[src/rtl/tdm_demux_1x7_pkg.sv]
// Shared constants and types for the 1-to-7 TDM demultiplexer.
// Holds the slot geometry and the HUNT/RUN state encoding.
package tdm_demux_1x7_pkg;

    localparam int unsigned NumSlots = 7;
    localparam int unsigned SlotW    = 3;
    localparam int unsigned ShadowW  = NumSlots - 1;

    typedef logic [SlotW-1:0] slot_t;

    localparam slot_t FirstSlot = slot_t'(0);
    localparam slot_t LastSlot  = slot_t'(NumSlots - 1);

    typedef enum logic {
        StHunt = 1'b0,
        StRun  = 1'b1
    } state_e;

endpackage

[src/rtl/slot_counter_mod7.sv]
// Modulo-7 slot index counter with clear, load-to-1 and wrapping increment.
// Priority: clear, then load-1, then increment.
module slot_counter_mod7
    import tdm_demux_1x7_pkg::*;
(
    input  logic  clk_i,
    input  logic  rst_ni,
    input  logic  clr_i,
    input  logic  load1_i,
    input  logic  inc_i,
    output slot_t cnt_o
);

    slot_t cnt_q;
    slot_t cnt_d;

    always_comb begin
        cnt_d = cnt_q;
        if (clr_i) begin
            cnt_d = FirstSlot;
        end else if (load1_i) begin
            cnt_d = slot_t'(1);
        end else if (inc_i) begin
            cnt_d = (cnt_q == LastSlot) ? FirstSlot : cnt_q + slot_t'(1);
        end
    end

    always_ff @(posedge clk_i) begin
        if (!rst_ni) begin
            cnt_q <= FirstSlot;
        end else begin
            cnt_q <= cnt_d;
        end
    end

    assign cnt_o = cnt_q;

endmodule

[src/rtl/tdm_demux_1x7.sv]
// Serial 7-slot TDM demultiplexer: aligns on sync, collects slots into a shadow
// register and publishes each complete frame on o with a one-cycle valid pulse.
module tdm_demux_1x7
    import tdm_demux_1x7_pkg::*;
#(
    parameter bit STRICT_SYNC = 1'b0
) (
    input  logic                clk,
    input  logic                rst_n,
    input  logic                din,
    input  logic                sync,
    input  logic                en,
    output logic [NumSlots-1:0] o,
    output slot_t               s,
    output logic                valid,
    output logic                sync_err
);

    state_e               state_q, state_d;
    logic [ShadowW-1:0]   shadow_q, shadow_d;
    logic [NumSlots-1:0]  o_q, o_d;
    logic                 valid_q, valid_d;
    logic                 sync_err_q, sync_err_d;

    slot_t slot;
    logic  cnt_clr;
    logic  cnt_load1;
    logic  cnt_inc;

    slot_counter_mod7 u_slot_counter (
        .clk_i   (clk),
        .rst_ni  (rst_n),
        .clr_i   (cnt_clr),
        .load1_i (cnt_load1),
        .inc_i   (cnt_inc),
        .cnt_o   (slot)
    );

    always_comb begin
        state_d    = state_q;
        shadow_d   = shadow_q;
        o_d        = o_q;
        valid_d    = 1'b0;
        sync_err_d = 1'b0;
        cnt_clr    = 1'b0;
        cnt_load1  = 1'b0;
        cnt_inc    = 1'b0;

        if (en) begin
            unique case (state_q)
                StHunt: begin
                    if (sync) begin
                        shadow_d[0] = din;
                        cnt_load1   = 1'b1;
                        state_d     = StRun;
                    end
                end
                StRun: begin
                    if (sync && (slot != FirstSlot)) begin
                        // Misplaced sync: drop the partial frame and restart on this bit.
                        sync_err_d  = 1'b1;
                        shadow_d[0] = din;
                        cnt_load1   = 1'b1;
                    end else if (STRICT_SYNC && !sync && (slot == FirstSlot)) begin
                        sync_err_d = 1'b1;
                        cnt_clr    = 1'b1;
                        state_d    = StHunt;
                    end else if (slot == LastSlot) begin
                        // Slot 6 goes straight to the output; it never needs shadow storage.
                        o_d     = {din, shadow_q};
                        valid_d = 1'b1;
                        cnt_inc = 1'b1;
                    end else begin
                        shadow_d[slot] = din;
                        cnt_inc        = 1'b1;
                    end
                end
                default: begin
                    state_d = StHunt;
                    cnt_clr = 1'b1;
                end
            endcase
        end
    end

    always_ff @(posedge clk) begin
        if (!rst_n) begin
            state_q    <= StHunt;
            shadow_q   <= '0;
            o_q        <= '0;
            valid_q    <= 1'b0;
            sync_err_q <= 1'b0;
        end else begin
            state_q    <= state_d;
            shadow_q   <= shadow_d;
            o_q        <= o_d;
            valid_q    <= valid_d;
            sync_err_q <= sync_err_d;
        end
    end

    assign o        = o_q;
    assign s        = slot;
    assign valid    = valid_q;
    assign sync_err = sync_err_q;

endmodule

[config.mk]
export PLATFORM = sky130hd
export DESIGN_NAME = tdm_demux_1x7
export DESIGN_NICKNAME = d
export VERILOG_FILES = /design/src/rtl/tdm_demux_1x7_pkg.sv /design/src/rtl/slot_counter_mod7.sv /design/src/rtl/tdm_demux_1x7.sv
export SDC_FILE = /design/constraint.sdc
export NUM_CORES = 1
export LEC_CHECK = 0
export BUFFER_PORTS_ARGS = -buffer_cell sky130_fd_sc_hd__buf_2
export CAP_MARGIN = 25
export CORE_MARGIN = 1.5
export CORE_UTILIZATION = 30
export DETAILED_ROUTE_END_ITERATION = 10
export PLACE_DENSITY_LB_ADDON = 0.15
export RECOVER_POWER = 50
export SETUP_SLACK_MARGIN = 0.2
export SLEW_MARGIN = 20
export SYNTH_ARGS = -nofsm -noshare
export SYNTH_HDL_FRONTEND = slang
export SYNTH_SLANG_ARGS = --single-unit
[constraint.sdc]
create_clock -name clk -period 2.25 [get_ports clk]
set_clock_uncertainty 0.2 [all_clocks]
set_input_delay 0.45 -clock clk [delete_from_list [all_inputs] [get_ports clk]]
set_output_delay 0.45 -clock clk [all_outputs]
set_load 0.1 [all_outputs]
* After elaboration in Yosys (flattened, before gate mapping) *
Cells that the tools add are included.

cells by class
  add/sub/neg operators = 1
  $lt $le $gt $ge = 2
  eq/ne operators = 3
  muxes and demuxes = 19
  bitwise operators = 5
  reduce and logical (&&, ||, !) cells = 10

operator list
  cell                 number
  $mux 1               14
  $reduce_and 4->1     2
  $bwmux 6             1
  $reduce_and 3->1     2
  $not 1->1            5
  $lt 3x4->1 const B   1
  $pmux 1 s2           2
  $reduce_or 4->1      1
  $add 3x1->3 const B  1
  $demux 1 s3          1
  $eq 3x3->1 const B   1
  $ge 3x1->1 const B   1
  $mux 3               1
  $ne 3x3->1 const B   1
  $reduce_bool 3->1    1
  $logic_and 1x1->1    2
  $ne 2x2->1 const B   1
  $reduce_bool 2->1    1
  $reduce_or 2->1      1

storage, ports and cells
  register bits after elaboration = 19
  bits of input ports = 5
  output and inout port bits = 12
  word-level logic and storage cells = 48

* Depth between registers and ports, before layout *
Gate-level depths: netlist of the first run.

  depth in word-level cells = 8
  mapped depth = 5
  depth with buffers taken out = 3

* By module *
A second synthesis of the first run with hierarchy kept.

second synthesis, totals
  cells, all modules = 88
  area total of the unflattened synthesis = 855.8 um^2

modules (own cells, without submodules)
  module             times used  cells each  area an instance (um^2)  sequential area each (um^2)
  tdm_demux_1x7      1           71          714.4                    320.3
  slot_counter_mod7  1           17          141.4                    60.1

* Worst setup path before layout of the first run *
Ideal clock, no wire load.

  path type = flip-flop to flip-flop
  from = reg u_slot_counter.cnt_q[1], in the netlist u_slot_counter.cnt_o[1]
  to = reg o_q[0], in the netlist o[0]
  library setup time = 72 ps
  arrival time = 1882 ps
  required time = 1978 ps
  setup slack = 96 ps
  stages on the path, launching flop included = 6
  path buffers = 2
  clock period less this slack = 2154 ps
  path through = dfxtp_1 buf_4 nand4b_4 nor3b_2 buf_6 mux2i_1

on the way
  cells in the longest elaborated chain, start to end = 4
  elaborated cells between the ends (all ways) = 5
  classes of those cells = eq/ne (1); bitwise (1); reduce/logical (3)

ends and longest elaborated chain
  item                            RTL line                 RTL
  start: declaration              slot_counter_mod7.sv:14  slot_t cnt_q;
  start signal: assignment        slot_counter_mod7.sv:30  cnt_q <= FirstSlot;
  start signal: assignment        slot_counter_mod7.sv:32  cnt_q <= cnt_d;
  $reduce_bool 3->1               tdm_demux_1x7.sv:59      if (sync && (slot != FirstSlot)) begin
  $logic_and 1x1->1               tdm_demux_1x7.sv:59
  $not 1->1 (no line)             n/a
  $reduce_and 4->1 (no line) (*)  n/a
  end signal: assignment          tdm_demux_1x7.sv:90      o_q <= '0;
  end signal: assignment          tdm_demux_1x7.sv:96      o_q <= o_d;
  end: declaration                tdm_demux_1x7.sv:21      logic [NumSlots-1:0] o_q, o_d;

Mark *: on every way between the ends. The rest lies on a longest branch, timed or not.
A chain may end at the register's enable or synchronous reset.

* Worst setup path after layout of the first run *
  from = reg u_slot_counter.cnt_q[2], in the netlist u_slot_counter.cnt_o[2]
  to = out s[2]

RTL lines
  item              RTL line             RTL
  end: declaration  tdm_demux_1x7.sv:14  output slot_t s,

No word-level cell between the ends.

==> reports/summary.txt, run 1 <==
Status -> complete, no violations
Max transition margin -> 0.657
Vias per inst -> 4.93
Maximum net fanout on the critical path -> 12
Worst-case clock buffer depth -> 2
Syn-to-layout area delta -> 8.48%
GRT Resource Usage Total -> 0.113
Diodes inserted -> 0
Global-route wire length before repair -> 2770 um
Post-route minimum period -> 1.98 ns
CTS Buf Count -> 3
RSZ-0062 raised after global routing -> false
TritonCTS Sinks -> 19
PwrDens -> 620 nW/um^2
Leakage -> 0.341 nW
WL per Instance -> 12.4 um
Synth cell types -> 25
Initial antenna violation count -> 0
Cell Chain, Critical Path -> buf_2
Chip Height -> 56.4 um
Flops & latches, synth -> 19
Peak supply drop -> 0.213 mV
Initial Util -> 0.313
Syn_area_per_cell -> 9.51 um^2
Critical path class -> flip-flop to output pin
Post-Route Setup TNS -> 0 ns
Final hold violation count -> 0
FP Rows -> 19
Post-CTS resize count -> 0
Worst path bufs/invs -> 1
Combinational Power Share -> 0.084
Crit-path max cell delay -> 0.54 ns
Post-DP HPWL -> 1150 um
# DRC -> 0
Pre-Repair DR Iteration Count -> 4
Detail Route Antenna Nets -> 0
Gate Count Post-Synth -> 90
CTS H-tree depth -> 1
P_int -> 423 uW
Clock latency on the worst-skew pair -> 0.29 ns
Startpoint Class -> flip-flop
# hold bufs at CTS -> 0
Largest net degree at the start of global routing -> 25
Setup violators final -> 0
Yosys warns -> 0
Mapped Area -> 856 um^2
CP max stage cell -> dfxtp_1
Seq pwr share -> 0.607
Max Clk Rate -> 0.506 GHz
Iter 0 DRT Violations -> 16
Hold Path Class -> input pin to flip-flop
CTS tree -> built
Syn nets -> 95
Crit path max-delay family -> flip-flops
Post-synthesis sequential area ratio -> 0.444
Root Buffer -> clkbuf_4
Die Footprint -> 3180 um^2
Number of global-route vias before repair -> 609
Power, Total -> 576 uW
Vias after detailed routing -> 661
I/O pin cnt -> 17
Final period utilization -> 0.879
Routability Congestion -> 0.705
Clock power frac -> 0.309
Port Buf Inserts -> 16
Drt total wl -> 1660 um
Sw frac -> 0.265
Least-Margin Pin Slew -> 0.514 ns
Nets -> 109
Grt ovf -> 0
Slew Viols, Final -> 0
Core box area -> 2730 um^2
WP data arrival -> 1.33 ns
Clock Pin Slew Worst Setup and Hold Paths -> 0.11 ns
Worst Setup End Kind -> output pin
Die X -> 56.4 um
Share of layout cells above drive strength 1 -> 0.214
# Post-CTS Setup Buffers -> 0
Sw power -> 153 uW
Total of max-cap violations -> 0
Required @ worst endpoint -> 1.60 ns
-- worst paths after layout --
path                            cells after the start     endpoint                     from  slack (ns)
worst min-delay path                                3  shadow_q[0]                      din        0.25
worst max register to register                      4         o[0]  u_slot_counter.cnt_o[1]        0.33
worst max-delay path                                1         s[2]  u_slot_counter.cnt_o[2]        0.27
worst min register to register                      2         o[6]                     o[6]        0.26
-- state kept, by name, indices dropped and copies added (netlist names) --
register and count:
o 7, shadow_q 6, u_slot_counter.cnt_o 3, state_q 1
sync_err 1, valid 1
-- area by class of cell --
class                      instances  area (um^2)
multi-input combinational         62          395
inverter                           1         3.75
clock buffer                       4         26.3
fill                             288         1810
sequential                        19          380
timing repair buffer              17         83.8
tap                               31         38.8
-- worst reg2reg max path, cell delays in order (launching register included) --
cell      delay [ns]
dfxtp_1         0.53
nand4b_1        0.24
nor3b_2         0.22
clkbuf_1        0.43
mux2i_1         0.25
-- Yosys cell counts --
cell | n | area [um^2]
nand4b_1 | 2 | 17.5
clkbuf_1 | 2 | 7.51
nand4b_4 | 1 | 23.8
nand2_1 | 19 | 71.3
nand3_1 | 3 | 15.0
nor3b_1 | 1 | 7.51
nand4_1 | 1 | 6.26
and2_0 | 1 | 6.26
nand3b_1 | 2 | 15.0
mux2i_1 | 12 | 120
buf_2 | 4 | 20.0
nor3b_2 | 1 | 12.5
o21ai_0 | 3 | 15.0
a21oi_1 | 1 | 5.00
mux2_2 | 1 | 11.3
buf_4 | 1 | 7.51
dfxtp_1 | 19 | 380
and2_1 | 1 | 6.26
a31oi_1 | 1 | 6.26
nor2b_1 | 2 | 12.5
nor3_1 | 8 | 40.0
nor4b_4 | 1 | 23.8
inv_1 | 1 | 3.75
o21ba_2 | 1 | 10.0
buf_6 | 1 | 11.3
-- placed cells by master, fill, tap and decap left out, types with 3 or more instances in the layout --
cell type,count
nand4b_1,3
nand2_1,19
buf_2,16
mux2i_1,12
o21ai_0,3
clkbuf_4,3
nand3_1,3
dfxtp_1,19
nor3_1,8
-- metrics by stage --
step	utilization	hold WS [ns]	setup slack, ns	instances	cell area (um^2)
floorplan	-	0.243	0.431	90	860
global placement	0.344	0.246	0.589	130	940
detailed placement	0.344	0.251	0.558	130	940
CTS	0.353	0.233	0.326	134	966
global route	0.340	0.249	0.169	134	928
finish	0.340	0.246	0.273	134	928
-- power groups by stage --
stage / clock (mW) / sequential [mW] / combinational [mW]
after floorplan: 0 / 0.368 / 0.0325
after global routing: 0.197 / 0.351 / 0.0525
after CTS: 0.184 / 0.352 / 0.0516
final: 0.178 / 0.350 / 0.0484
after global placement: 0 / 0.360 / 0.0513
after detailed placement: 0 / 0.359 / 0.0516
-- kinds of logic after synthesis --
family | after synthesis | synth area share
and+or+nand+nor | 43 | 0.301
DFF | 19 | 0.444
muxes | 13 | 0.154
buffers and inverters | 9 | 0.0585
AOI/OAI and AO/OA | 6 | 0.0424
-- routing by layer --
| metal | up-vias | GRT usage | wire length (um) |
|---|---|---|---|
| met5 | - | 0 | 0 |
| met4 | 0 | 0.0612 | 18 |
| met3 | 2 | 0.0207 | 46 |
| met2 | 9 | 0.165 | 728 |
| met1 | 316 | 0.156 | 867 |
| li1 | 334 | - | - |
No activity file was read; power rests on OpenSTA's default activity.
==> inputs of run 2 (changes only) <==
Settings changed: ABC_AREA set to 1, CORE_ASPECT_RATIO set to 1.75, TNS_END_PERCENT set to 10.
==> run 2 against run 1 <==
- combinational power is 91% higher
- via count is 35% higher
- register-to-register slack better by 0.07 ns
- utilization is 2.0 points higher
- clock power is 33% higher
- routed wire length is 18% higher
- cell count is 56% higher
- synthesized cell count is 66% higher
- critical path type is now flip-flop to flip-flop
==> reports/summary.txt, run 2 <==
Status -> complete, no violations
Max reg flops -> 7
Layout Cells excl Fill -> 209
RR Startpoint -> u_slot_counter.cnt_o[2]
Post-synthesis sequential area ratio -> 0.387
Grt ovf -> 0
Hold EP -> shadow_q[1]
CTS tree -> built
Chip Height -> 78.7 um
Cell Chain, Critical Path -> nor2_1 -> nand2_2 -> nand2_1 -> nand2_1 -> nand2_1 -> nand2_1 -> nor2_1
Number of synthesized flops with an enable pin -> 0
Place WS -> 0.676 ns
CTS Buf Count -> 3
Slew Viols, Final -> 0
Number of global-route vias before repair -> 829
Count leader, synth -> nand2_1
Post-CTS resize count -> 0
Reg2Reg Depth -> 7
Gate Count Post-Synth -> 149
FP Rows -> 27
Max transition margin -> 0.578
Worst path bufs/invs -> 0
Syn_area_per_cell -> 6.60 um^2
Most used flip-flop cell after synthesis -> dfxtp_1
R2R Path End -> u_slot_counter.cnt_o[2]
Crit path max-delay family -> simple AND/OR/NAND/NOR gates
Total of max-cap violations -> 0
I/O pin cnt -> 17
Top layer reached by signal wires -> met4
WL per Instance -> 9.39 um
Inst Count DP -> 205
Crit-path max cell delay -> 0.43 ns
# Post-CTS Setup Buffers -> 0
Routed length on met3 -> 52 um
Commonest non-fill, non-tap cells in the layout -> 39 x nand2_1, 30 x inv_1, 22 x nor2_1, 19 x dfxtp_1, 15 x buf_2
Initial Util -> 0.313
Nets -> 172
Syn-to-layout area delta -> 14.9%
Met2 WL -> 1040 um
GRT Resource Usage Total -> 0.131
Port Buf Inserts -> 16
Share of layout cells above drive strength 1 -> 0.175
Routability Congestion -> 0.721
Final period utilization -> 0.822
CTS H-tree depth -> 1
Startpoint Class -> flip-flop
Leakage -> 0.583 nW
Post-route setup slack -> 0.401 ns
Core box area -> 3140 um^2
Root Buffer -> clkbuf_8
Synth cell types -> 18
Hold_sp -> din
Crit path top cell by count -> nand2_1
Die X -> 46.3 um
Iter 0 DRT Violations -> 6
Post-Route Setup TNS -> 0 ns
Pre-Repair DR Iteration Count -> 3
# hold bufs at CTS -> 0
Setup violators final -> 0
Maximum net fanout on the critical path -> 18
Top cells by count, synth -> 38 x nand2_1, 29 x inv_1, 21 x nor2_1
Share of the synthesized area in the top cell type -> 0.387
Largest net degree at the start of global routing -> 19
Final core occ -> 0.360
Commonest non-fill, non-tap cell in the layout -> nand2_1
Die Footprint -> 3640 um^2
Flop2flop setup slack -> 0.40 ns
CP Depth -> 7
Yosys warns -> 0
Required @ worst endpoint -> 2.24 ns
Post-DP HPWL -> 1510 um
Critical path class -> flip-flop to flip-flop
Flops & latches, synth -> 19
Hold depth -> 3
Worst Setup End Kind -> flip-flop
Initial antenna violation count -> 0
Top post-synthesis cells by area -> dfxtp_1 39%, nand2_1 15%, inv_1 11%
CP max stage cell -> nand2_1
Met1 WL -> 828 um
Synth area leader -> dfxtp_1
Peak supply drop -> 0.403 mV
Clock latency on the worst-skew pair -> 0.25 ns
Clock Pin Slew Worst Setup and Hold Paths -> 0.07 ns
Least-Margin Pin Slew -> 0.633 ns
Mapped Area -> 983 um^2
Diodes inserted -> 0
Final hold violation count -> 0
WP data arrival -> 1.84 ns
Ys async rst share -> 0
TritonCTS Sinks -> 19
Hold Path Class -> input pin to flip-flop
Vias after detailed routing -> 891
Detail Route Antenna Nets -> 0
Post-route minimum period -> 1.85 ns
Vias per inst -> 4.26
# DRC -> 0
Global-route wire length before repair -> 3580 um
Worst-case clock buffer depth -> 2
RSZ-0062 raised after global routing -> false
PwrDens -> 602 nW/um^2
Max Clk Rate -> 0.541 GHz
Syn nets -> 154
Drt total wl -> 1960 um
run 2: changes by cell type after synthesis, moves of 3 or more:
| cell | delta |
|---|---|
| nand4_1 | +11 |
| nor2_2 | +6 |
| nor3_1 | -7 |
| nand2_1 | +19 |
| nor2_1 | +21 |
| mux2i_1 | -12 |
| inv_2 | +3 |
| inv_1 | +28 |
run 2: power by group:
group	total (mW)	internal [mW]	leakage (nW)	switching, mW
Clock	0.237	0.126	0.0228	0.112
Combinational	0.0926	0.0197	0.407	0.0730
Sequential	0.350	0.343	0.154	0.00741
Total	0.680	0.488	0.583	0.192
run 2: metal layers:
metal  GRT usage  up-vias
li1            -      488
met4      0.0686        0
met5           0        -
met2       0.222       15
met1       0.152      384
met3      0.0136        4
run 2: worst max path at each step:
stage                     slack, ns                    start                       to
after floorplan                0.26  u_slot_counter.cnt_o[2]                     o[5]
after global placement         0.67  u_slot_counter.cnt_o[0]                     s[0]
after detailed placement       0.68                    rst_n  u_slot_counter.cnt_o[2]
after CTS                      0.40  u_slot_counter.cnt_o[0]                     s[0]
after global routing           0.20  u_slot_counter.cnt_o[2]                     o[1]
final                          0.40  u_slot_counter.cnt_o[2]  u_slot_counter.cnt_o[2]
run 2: final cells by class:
| type | count | area [um^2] |
|---|---|---|
| fill | 354 | 2010 |
| multi-input combinational | 95 | 452 |
| sequential | 19 | 380 |
| inverter | 32 | 120 |
| timing repair buffer | 16 | 78.8 |
| tap | 43 | 53.8 |
| clock buffer | 4 | 45.0 |
run 2: logic make-up (layout without fill, tap and decap cells):
logic type | Yosys count | after routing | synth area share
simple gates | 88 | 88 | 0.433
flops | 19 | 19 | 0.387
buf+inv | 35 | 52 | 0.144
compound gates | 7 | 7 | 0.0369
run 2: tightest hold or removal path, delay by kind of cell:
family	cells	cell delay, ns
and+or+nand+nor	2	0.12
buffers and inverters	1	0.09
run 2: stage by stage:
stage / hold slack [ns] / cell area, um^2 / power [mW]
2_1_floorplan: 0.255 / 983 / 0.437
3_3_place_gp: 0.273 / 1100 / 0.453
3_5_place_dp: 0.285 / 1100 / 0.455
4_1_cts: 0.245 / 1140 / 0.698
5_1_grt: 0.254 / 1130 / 0.718
6_report: 0.247 / 1130 / 0.680
